$ cat src/rtl/led_counter_pkg.sv
// led_counter_pkg
// Shared definitions for the LED counter family.
//   mode_t : encoding of the 2-bit mode input (up, down, hold, bounce)
//   dir_t  : bounce direction state (up / down)
package led_counter_pkg;

    typedef enum logic [1:0] {
        MODE_UP     = 2'b00,
        MODE_DOWN   = 2'b01,
        MODE_HOLD   = 2'b10,
        MODE_BOUNCE = 2'b11
    } mode_t;

    typedef enum logic {
        DIR_UP   = 1'b0,
        DIR_DOWN = 1'b1
    } dir_t;

endpackage

$ cat src/rtl/tick_sync_edge.sv
// tick_sync_edge
// Synchronises a slow asynchronous level into fpga_clk and emits a one-cycle
// pulse on each of its rising edges.
//   fpga_clk      in  system clock
//   sys_init_ctrl in  synchronous active-high reset
//   async_in      in  asynchronous slow input
//   tick          out one-cycle pulse per rising edge of async_in
// Every flop resets to 1, so an input already high at reset release is
// treated as "already seen" and produces no pulse until it goes low and
// then high again.
module tick_sync_edge #(
    parameter int unsigned SYNC_STAGES = 2
) (
    input  logic fpga_clk,
    input  logic sys_init_ctrl,
    input  logic async_in,
    output logic tick
);

    logic [SYNC_STAGES-1:0] sync_reg;
    logic                   s_prev_reg;
    logic                   s_last;

    assign s_last = sync_reg[SYNC_STAGES-1];

    always_ff @(posedge fpga_clk) begin
        if (sys_init_ctrl) begin
            sync_reg   <= '1;
            s_prev_reg <= 1'b1;
        end else begin
            sync_reg   <= {sync_reg[SYNC_STAGES-2:0], async_in};
            s_prev_reg <= s_last;
        end
    end

    assign tick = s_last & ~s_prev_reg;

endmodule

$ cat src/rtl/led_counter_param.sv
// led_counter_param
// Parametrised LED counter clocked by fpga_clk; the slow tick is treated as a
// count enable after synchronisation and edge detection.
//   fpga_clk      in  system clock
//   sys_init_ctrl in  synchronous active-high reset
//   tick_in       in  slow asynchronous tick, counted on its rising edge
//   mode          in  00 up, 01 down, 10 hold, 11 bounce
//   load          in  synchronous load strobe (beats a coincident tick)
//   load_val      in  load value, clamped to MAX
//   led           out current count
//   term_pulse    out one-cycle pulse after a tick that found led at the limit
module led_counter_param
    import led_counter_pkg::*;
#(
    parameter int unsigned      WIDTH       = 8,
    parameter logic [WIDTH-1:0] MAX         = {WIDTH{1'b1}},
    parameter bit               SATURATE    = 1'b0,
    parameter int unsigned      SYNC_STAGES = 2
) (
    input  logic             fpga_clk,
    input  logic             sys_init_ctrl,
    input  logic             tick_in,
    input  logic [1:0]       mode,
    input  logic             load,
    input  logic [WIDTH-1:0] load_val,
    output logic [WIDTH-1:0] led,
    output logic             term_pulse
);

    logic             tick;
    logic [WIDTH-1:0] led_reg;
    logic [WIDTH-1:0] led_next;
    dir_t             dir_reg;
    dir_t             dir_next;
    logic             term_reg;
    logic             term_next;
    logic             at_max;
    logic             at_zero;
    logic [WIDTH-1:0] one_val;
    mode_t            mode_sel;

    tick_sync_edge #(
        .SYNC_STAGES(SYNC_STAGES)
    ) u_tick_sync_edge (
        .fpga_clk     (fpga_clk),
        .sys_init_ctrl(sys_init_ctrl),
        .async_in     (tick_in),
        .tick         (tick)
    );

    assign at_max   = (led_reg == MAX);
    assign at_zero  = (led_reg == '0);
    assign mode_sel = mode_t'(mode);

    // Constant 1 at WIDTH bits, valid even for WIDTH == 1.
    always_comb begin
        one_val    = '0;
        one_val[0] = 1'b1;
    end

    always_comb begin
        led_next  = led_reg;
        dir_next  = dir_reg;
        term_next = 1'b0;
        if (load) begin
            // Load wins over a same-cycle tick; direction is left alone.
            led_next = (load_val > MAX) ? MAX : load_val;
        end else if (tick) begin
            case (mode_sel)
                MODE_UP: begin
                    if (at_max) begin
                        term_next = 1'b1;
                        led_next  = SATURATE ? MAX : '0;
                    end else begin
                        led_next = led_reg + 1'b1;
                    end
                end
                MODE_DOWN: begin
                    if (at_zero) begin
                        term_next = 1'b1;
                        led_next  = SATURATE ? '0 : MAX;
                    end else begin
                        led_next = led_reg - 1'b1;
                    end
                end
                MODE_BOUNCE: begin
                    // Reversal steps away from the limit on the same tick,
                    // so the limit value is shown for exactly one tick.
                    if (dir_reg == DIR_UP) begin
                        if (at_max) begin
                            term_next = 1'b1;
                            led_next  = MAX - 1'b1;
                            dir_next  = DIR_DOWN;
                        end else begin
                            led_next = led_reg + 1'b1;
                        end
                    end else begin
                        if (at_zero) begin
                            term_next = 1'b1;
                            led_next  = one_val;
                            dir_next  = DIR_UP;
                        end else begin
                            led_next = led_reg - 1'b1;
                        end
                    end
                end
                default: begin
                    // Hold: tick ignored.
                end
            endcase
        end
    end

    always_ff @(posedge fpga_clk) begin
        if (sys_init_ctrl) begin
            led_reg  <= '0;
            dir_reg  <= DIR_UP;
            term_reg <= 1'b0;
        end else begin
            led_reg  <= led_next;
            dir_reg  <= dir_next;
            term_reg <= term_next;
        end
    end

    assign led        = led_reg;
    assign term_pulse = term_reg;

endmodule

$ cat config.mk
export PLATFORM = sky130hd
export DESIGN_NAME = led_counter_param
export DESIGN_NICKNAME = d
export VERILOG_FILES = /design/src/rtl/led_counter_pkg.sv /design/src/rtl/tick_sync_edge.sv /design/src/rtl/led_counter_param.sv
export SDC_FILE = /design/constraint.sdc
export NUM_CORES = 1
export LEC_CHECK = 0
export ABC_AREA = 1
export CAP_MARGIN = 20
export CORE_AREA = 2 2 56 58
export CTS_CLUSTER_SIZE = 25
export DETAILED_ROUTE_END_ITERATION = 12
export DIE_AREA = 0 0 58 60
export PLACE_DENSITY = 0.77
export SLEW_MARGIN = 15
export SYNTH_ARGS = -nofsm -noshare
export SYNTH_HDL_FRONTEND = slang
export SYNTH_SLANG_ARGS = --single-unit
$ cat constraint.sdc
create_clock -name fpga_clk -period 1.4 [get_ports fpga_clk]
set_input_delay 0.35 -clock fpga_clk [delete_from_list [all_inputs] [get_ports fpga_clk]]
set_output_delay 0.35 -clock fpga_clk [all_outputs]
set_load 0.05 [all_outputs]
==> results of run 1 <==
## kinds of logic after synthesis
family,after synthesis,synth area share (%)
compound gates,21,10.65
xor+xnor,5,3.327
fa+ha+maj,3,2.852
buf+inv,31,11.41
flops,13,19.77
simple gates,151,52.00
## how the worst min path moves through the flow
| stage | slack [ps] | end | start | depth (start not counted) |
|---|---|---|---|---|
| final | 420 | u_tick_sync_edge.s_prev_reg | u_tick_sync_edge.sync_reg[1] | 2 |
| after global routing | 450 | u_tick_sync_edge.s_prev_reg | u_tick_sync_edge.sync_reg[1] | 2 |
| after CTS | 420 | u_tick_sync_edge.s_prev_reg | u_tick_sync_edge.sync_reg[1] | 2 |
| after detailed placement | 400 | u_tick_sync_edge.s_prev_reg | u_tick_sync_edge.sync_reg[1] | 2 |
| after global placement | 400 | u_tick_sync_edge.sync_reg[1] | u_tick_sync_edge.sync_reg[0] | 1 |
| after floorplan | 390 | u_tick_sync_edge.sync_reg[1] | u_tick_sync_edge.sync_reg[0] | 1 |
## layer usage
metal  up-vias  track usage [%]
li1        798                -
met1       696            30.41
met3        11            2.597
met5         -                0
met4         0            9.635
met2        52            37.01
## layout by cell type, fill, tap and decap left out, types with 4 or more instances in the layout
cell	count
a21oi_1	6
a21oi_2	7
buf_12	9
buf_4	27
clkdlybuf4s50_1	13
dfxtp_1	5
dfxtp_2	4
dfxtp_4	4
inv_1	19
inv_2	5
nand2_1	72
nand2_2	5
nand3_1	23
nor2_1	28
nor2_4	6
or2_2	4
## power groups by stage
stage	sequential (mW)	clock (mW)	combinational (mW)
CTS	0.440	0.233	0.655
global route	0.444	0.248	0.748
detailed placement	0.447	0	0.646
global placement	0.447	0	0.640
finish	0.440	0.225	0.683
floorplan	0.500	0	0.331
## timing repair
item,4_1_cts,5_1_grt
pin swaps,9,6
gates resized for setup,3,6
setup endpoints to repair,8,10
buffers inserted,1,0
gates cloned,0,0
## final cells by class
cell class	instances	area [sq um]	share of cell area, %
Timing Repair Buffer	49	513.0	26.35
Sequential cell	13	280.3	14.40
Tap cell	33	41.29	2.121
Inverter	26	102.6	5.270
Clock buffer	4	26.28	1.350
Multi-Input combinational cell	180	983.4	50.51
## worst max-delay path: cells and delay by family, from the launching register on
| kind | cells | cell delay, ps |
|---|---|---|
| AO/OA/AOI/OAI | 1 | 50 |
| adder cells (fa/ha/maj) | 1 | 170 |
| buffers and inverters | 1 | 60 |
| flip-flops | 1 | 380 |
| AND/OR/NAND/NOR | 8 | 750 |
==> run summary, run 1 <==
OUTCOME
------------------------------------------------------------------------------------------
Outcome ..................................................................... finished with violations
Violations in the final reports ............................................. setup timing

FLOORPLANNING
------------------------------------------------------------------------------------------
Die Outline Area ............................................................   3480 sq um
Initial Util ................................................................       45.34%
Vertical die dimension ......................................................        60 um
Count of standard-cell rows .................................................           20
Count of pins on the block boundary .........................................           23
Area of the core ............................................................   2903 sq um
Die X .......................................................................        58 um

POWER
------------------------------------------------------------------------------------------
Share of power burned in registers ..........................................        32.7%
Largest voltage drop on the vdd net .........................................     491.7 uV
Leakage component of the power ..............................................    0.9412 nW
Total power density per cell area ........................................... 692.6 nW/um^2
Relative contribution of combinational cells to total power .................        50.7%
Fraction of power spent switching nets ......................................       39.47%
Power after layout ..........................................................     1.348 mW
Portion of total power attributed to the clock network ......................        16.7%
Switching Power .............................................................    0.5322 mW
Internal power contribution .................................................    0.8161 mW

PLACED DESIGN
------------------------------------------------------------------------------------------
Number of cells in the design after placement ...............................          300
Instance area at placement ..................................................   1861 sq um
Gpl congestion ..............................................................       0.9114
Final HPWL from detailed placement ..........................................      2887 um
Setup slack at placement ....................................................    -340.9 ps
Input/output buffers ........................................................           22

LOGIC SYNTHESIS
------------------------------------------------------------------------------------------
Seq/Total Area, Yosys .......................................................       19.77%
Share of the synthesized area in the top cell type ..........................       21.39%
Post-synthesis cell area ....................................................   1316 sq um
Post-synthesis sequential element count .....................................           13
Yosys warnings ..............................................................            0
Count of distinct cell types in the synthesized netlist .....................           31
Number of synthesized flops with an enable pin ..............................            0
Most frequent cells after synthesis ......................................... nand2_1, nor2_1, nand3_1
Most common cell in the netlist .............................................      nand2_1
Syn nets ....................................................................          241
Area leader, netlist ........................................................      nand2_1
Biggest area contributors in the synthesized netlist ........................ nand2_1, dfxtp_1, nand3_1
Count of mapped cells out of synthesis ......................................          224
Primary flip-flop cell chosen by synthesis mapping ..........................      dfxtp_1
Mean cell area of the mapped netlist ........................................  5.876 sq um
Async set-or-reset flop fraction in the synthesized netlist .................           0%

CLOCK NETWORK
------------------------------------------------------------------------------------------
TritonCTS clock tree ........................................................         done
Clock latency reported for the late side of the worst-skew pair .............       270 ps
Clock root buffer master ....................................................     clkbuf_4
CTS Hold Bufs ...............................................................            0
Max clock buf depth .........................................................            2
Clock edge transition at the registers on the reported setup and hold paths .        70 ps
CTS HTree Levels ............................................................            1
Clock net sink count ........................................................           13
Number of buffers added by the clock tree synthesis step ....................            3

DRT
------------------------------------------------------------------------------------------
Uppermost layer routed ......................................................         met4
M1 wire length ..............................................................      1608 um
DRC errors left .............................................................            0
Routed Antenna Nets .........................................................            0
Detailed-route via count ....................................................         1557
DRC violation total after the first TritonRoute iteration ...................           59
Total length of routed wires ................................................      3594 um
Routed met2 length ..........................................................      1662 um
Average wire length per cell after detail routing ...........................     11.78 um
Metal3 WL ...................................................................       232 um
Drt first pass iters ........................................................            4
Per-cell via count in the routed design .....................................        5.105

STA
------------------------------------------------------------------------------------------
Final WS setup ..............................................................    -115.2 ps
Setup skew after layout .....................................................     1.625 ps
Total of endpoints with negative setup slack in the final report ............            9
Final hold violation count ..................................................            0
Slew margin rel. ............................................................       82.98%
Worst hold slack across all endpoints .......................................     417.9 ps
Setup repair after global routing missed its margin .........................         true
Pins over their slew limit ..................................................            0
Transition time at the pin with the least slew margin .......................     253.3 ps
Total Negative Setup Slacks .................................................    -807.4 ps
Maximum clock rate ..........................................................    660.0 MHz
Final period demand of the worst path .......................................      1515 ps
Final period utilization ....................................................       108.2%

WORST SETUP PATH
------------------------------------------------------------------------------------------
Worst reg2reg path depth ....................................................           11
Nature of the critical path endpoint ........................................     register
Setup slack of the most critical reg-to-reg path ............................      -120 ps
Maximum fanout count along the critical path ................................            8
Worst setup path class ......................................................      reg2reg
Arrival time of the worst setup path ........................................      1680 ps
FF-to-FF End ................................................................       led[6]
Worst endpoint required time ................................................      1570 ps
Critical Path Source Type ...................................................     register
Crit path launch ............................................................       led[0]
Slowest cell delay on critical path .........................................       380 ps
Crit path to ................................................................       led[6]
CP most frequent cell .......................................................      nand2_1
CP max stage cell ...........................................................      dfxtp_4
Launch instance of the worst register-to-register path ......................       led[0]
Chain of cells forming the critical path .................................... ha_4 > nand2_4 > nor2_4 > nand2_4 > clkinv_4 > nor2_4 > nand2_1 > nand3_1 > nand2_1 > nand2_1 > a21oi_2

CELLS AND AREA
------------------------------------------------------------------------------------------
Final instance area .........................................................   1947 sq um
Number of cells in the finished layout apart from fillers ...................          305
Filler cell count ...........................................................          249
Fin util ....................................................................       67.07%
Final nets ..................................................................          290
Layout cell share with drive strength beyond 1 ..............................       31.99%
Area growth syn-to-layout ...................................................       47.91%
Inserted Diodes .............................................................            0
Largest register FFs ........................................................            8

GRT
------------------------------------------------------------------------------------------
Via count of the first global-routing pass ..................................         1399
Global-route wire length before repair ......................................      6196 um
Gr ovfl total ...............................................................            0
Pin count of the biggest net entering global routing ........................           13
Initial antenna violation count .............................................            0
Overall routing resource usage ..............................................       22.72%

FLOW RUN
------------------------------------------------------------------------------------------
Number of violations of the max-capacitance limit ...........................            0

MIN PATH
------------------------------------------------------------------------------------------
Path class of the lowest-slack min-delay path ...............................      reg2reg

Note: power is estimated with default switching activity, not from simulation.
==> run 2: changes to the inputs <==
- MAX_ROUTING_LAYER: not set -> met4
==> run 2 against run 1 <==
  * The run still ends with setup timing left
  * Cell area up 1.9%
  * Total power up 1.5%
  * Global-route usage up 1.1 points
  * Non-clock buffer count up 1
  * Critical path type unchanged
  * Highest routed layer unchanged
==> run summary, run 2 (synthesis results as in run 1) <==
OUTCOME
------------------------------------------------------------------------------------------
Outcome ..................................................................... finished with violations
Violations in the final reports ............................................. setup timing

FLOORPLANNING
------------------------------------------------------------------------------------------
Die Outline Area ............................................................   3480 sq um
Vertical die dimension ......................................................        60 um
Count of standard-cell rows .................................................           20
Area of the core ............................................................   2903 sq um
Die X .......................................................................        58 um
Initial Util ................................................................       45.34%
Count of pins on the block boundary .........................................           23

DRT
------------------------------------------------------------------------------------------
DRC errors left .............................................................            0
Drt first pass iters ........................................................            5
Average wire length per cell after detail routing ...........................     12.34 um
Detailed-route via count ....................................................         1587
Per-cell via count in the routed design .....................................        5.186
DRC violation total after the first TritonRoute iteration ...................           52
Routed Antenna Nets .........................................................            0
Total length of routed wires ................................................      3775 um

STA
------------------------------------------------------------------------------------------
Worst hold slack across all endpoints .......................................     414.4 ps
Slew margin rel. ............................................................       82.38%
Final hold violation count ..................................................            0
Transition time at the pin with the least slew margin .......................     263.8 ps
Setup skew after layout .....................................................     1.735 ps
Final period utilization ....................................................       110.2%
Final WS setup ..............................................................    -143.4 ps
Setup repair after global routing missed its margin .........................         true
Total Negative Setup Slacks .................................................    -833.7 ps
Total of endpoints with negative setup slack in the final report ............            8
Final period demand of the worst path .......................................      1543 ps
Maximum clock rate ..........................................................    647.9 MHz
Pins over their slew limit ..................................................            0

CLOCK NETWORK
------------------------------------------------------------------------------------------
Clock latency reported for the late side of the worst-skew pair .............       270 ps
Clock edge transition at the registers on the reported setup and hold paths .        80 ps
Clock root buffer master ....................................................     clkbuf_4
CTS HTree Levels ............................................................            1
Clock net sink count ........................................................           13
Max clock buf depth .........................................................            2
Number of buffers added for setup after CTS .................................            0
TritonCTS clock tree ........................................................         done
Number of buffers added by the clock tree synthesis step ....................            3
CTS Hold Bufs ...............................................................            0

CELLS AND AREA
------------------------------------------------------------------------------------------
Area growth syn-to-layout ...................................................       50.67%
Final instance area .........................................................   1983 sq um
Largest register FFs ........................................................            8
Highest-count cells in the layout ignoring fill and taps .................... nand2_1, nor2_1, buf_4, nand3_1, inv_1
Most common library cell in the layout ignoring fill and taps ...............      nand2_1
Final nets ..................................................................          291
Layout cell share with drive strength beyond 1 ..............................       35.90%
Filler cell count ...........................................................          234
Inserted Diodes .............................................................            0

GRT
------------------------------------------------------------------------------------------
Met3 usage ..................................................................       3.680%
Gr busiest metal ............................................................         met2
Overall routing resource usage ..............................................       23.79%
Initial antenna violation count .............................................            0
Pin count of the biggest net entering global routing ........................           13
Gr ovfl total ...............................................................            0
Global-route wire length before repair ......................................      6085 um
Via count of the first global-routing pass ..................................         1379
M1 GR Usage .................................................................       30.09%
GR Util met2 ................................................................       39.12%

FLOW RUN
------------------------------------------------------------------------------------------
Number of violations of the max-capacitance limit ...........................            0

MIN PATH
------------------------------------------------------------------------------------------
Sink of the worst hold path ................................................. u_tick_sync_edge.sync_reg[1]
Worst Hold Launch ........................................................... u_tick_sync_edge.sync_reg[0]
Path class of the lowest-slack min-delay path ...............................      reg2reg
Cells on Worst Hold Path ....................................................            1

PLACED DESIGN
------------------------------------------------------------------------------------------
Final HPWL from detailed placement ..........................................      2980 um
Setup slack at placement ....................................................    -355.7 ps
Instance area at placement ..................................................   1876 sq um
Gpl congestion ..............................................................       0.9425
Input/output buffers ........................................................           22

WORST SETUP PATH
------------------------------------------------------------------------------------------
Crit path launch ............................................................       led[0]
Worst reg2reg path depth ....................................................           11
Setup slack of the most critical reg-to-reg path ............................      -140 ps
Arrival time of the worst setup path ........................................      1710 ps
Maximum fanout count along the critical path ................................            8
FF-to-FF End ................................................................       led[3]
Nature of the critical path endpoint ........................................     register
Critical Path Source Type ...................................................     register
Worst setup path class ......................................................      reg2reg
Worst endpoint required time ................................................      1570 ps
Launch instance of the worst register-to-register path ......................       led[0]

POWER
------------------------------------------------------------------------------------------
Total power density per cell area ........................................... 690.4 nW/um^2
Power after layout ..........................................................     1.369 mW
Largest voltage drop on the vdd net .........................................     602.9 uV
Leakage component of the power ..............................................    0.9557 nW

-- run 2: cell types whose count changed in the layout (fill, tap and decap cells not counted), moves of 2 or more --
cell / change
nand2_1: -6
nand2_2: +7
nand3_1: -2
nand3_2: +2
-- run 2: metrics by stage --
stage,utilization [%],std cells
2_1_floorplan,-,224
3_3_place_gp,64.61,302
3_5_place_dp,64.61,302
4_1_cts,65.95,306
5_1_grt,68.32,306
6_report,68.32,306
-- run 2: worst max-delay path by stage --
| stage | end | slack (ps) | cells after the start |
|---|---|---|---|
| 6_report | led[3] | -140 | 11 |
| 5_1_grt | led[7] | -230 | 10 |
| 4_1_cts | led[3] | -120 | 11 |
| 3_5_place_dp | led[1] | -360 | 8 |
| 3_3_place_gp | led[1] | -320 | 7 |
| 2_1_floorplan | led[4] | -50 | 9 |
-- run 2: routing by layer --
| layer | up-vias | wire length [um] | part of all wire, % |
|---|---|---|---|
| li1 | 809 | - | - |
| met1 | 713 | 1574 | 42 |
| met2 | 59 | 1845 | 49 |
| met3 | 6 | 275 | 7.3 |
| met4 | 0 | 80 | 2.1 |
| met5 | - | 0 | 0 |
-- run 2: final cells by class --
| type | instances | area (sq um) | share of cell area [%] |
|---|---|---|---|
| timing repair buffer | 50 | 526.8 | 26.56 |
| inverter | 26 | 105.1 | 5.300 |
| multi-input combinational | 180 | 1003 | 50.60 |
| sequential | 13 | 280.3 | 14.13 |
| tap | 33 | 41.29 | 2.082 |
| clock buffer | 4 | 26.28 | 1.325 |
-- run 2: where the power goes --
| part | switching (mW) | leakage [nW] | internal [mW] |
|---|---|---|---|
| Sequential | 0.0447 | 0.111 | 0.394 |
| Combinational | 0.385 | 0.830 | 0.319 |
| Clock | 0.116 | 0.0150 | 0.110 |
| Total | 0.546 | 0.956 | 0.823 |
-- run 2: critical path, stage by stage, from the launching register on --
cell and delay, ps:
dfxtp_4 390, ha_4 190, nand2_4 60, nor2_4 50, nand2_4 110, clkinv_4 70
nor2_4 180, nand2_1 90, nand3_1 100, nand3_2 80, nand2_2 80, a21oi_2 40
-- run 2: repair_timing --
| item | 4_1_cts | 5_1_grt |
|---|---|---|
| pin swaps | 12 | 16 |
| cloned | 0 | 0 |
| setup endpoints to repair | 9 | 10 |
| resized for setup | 4 | 17 |
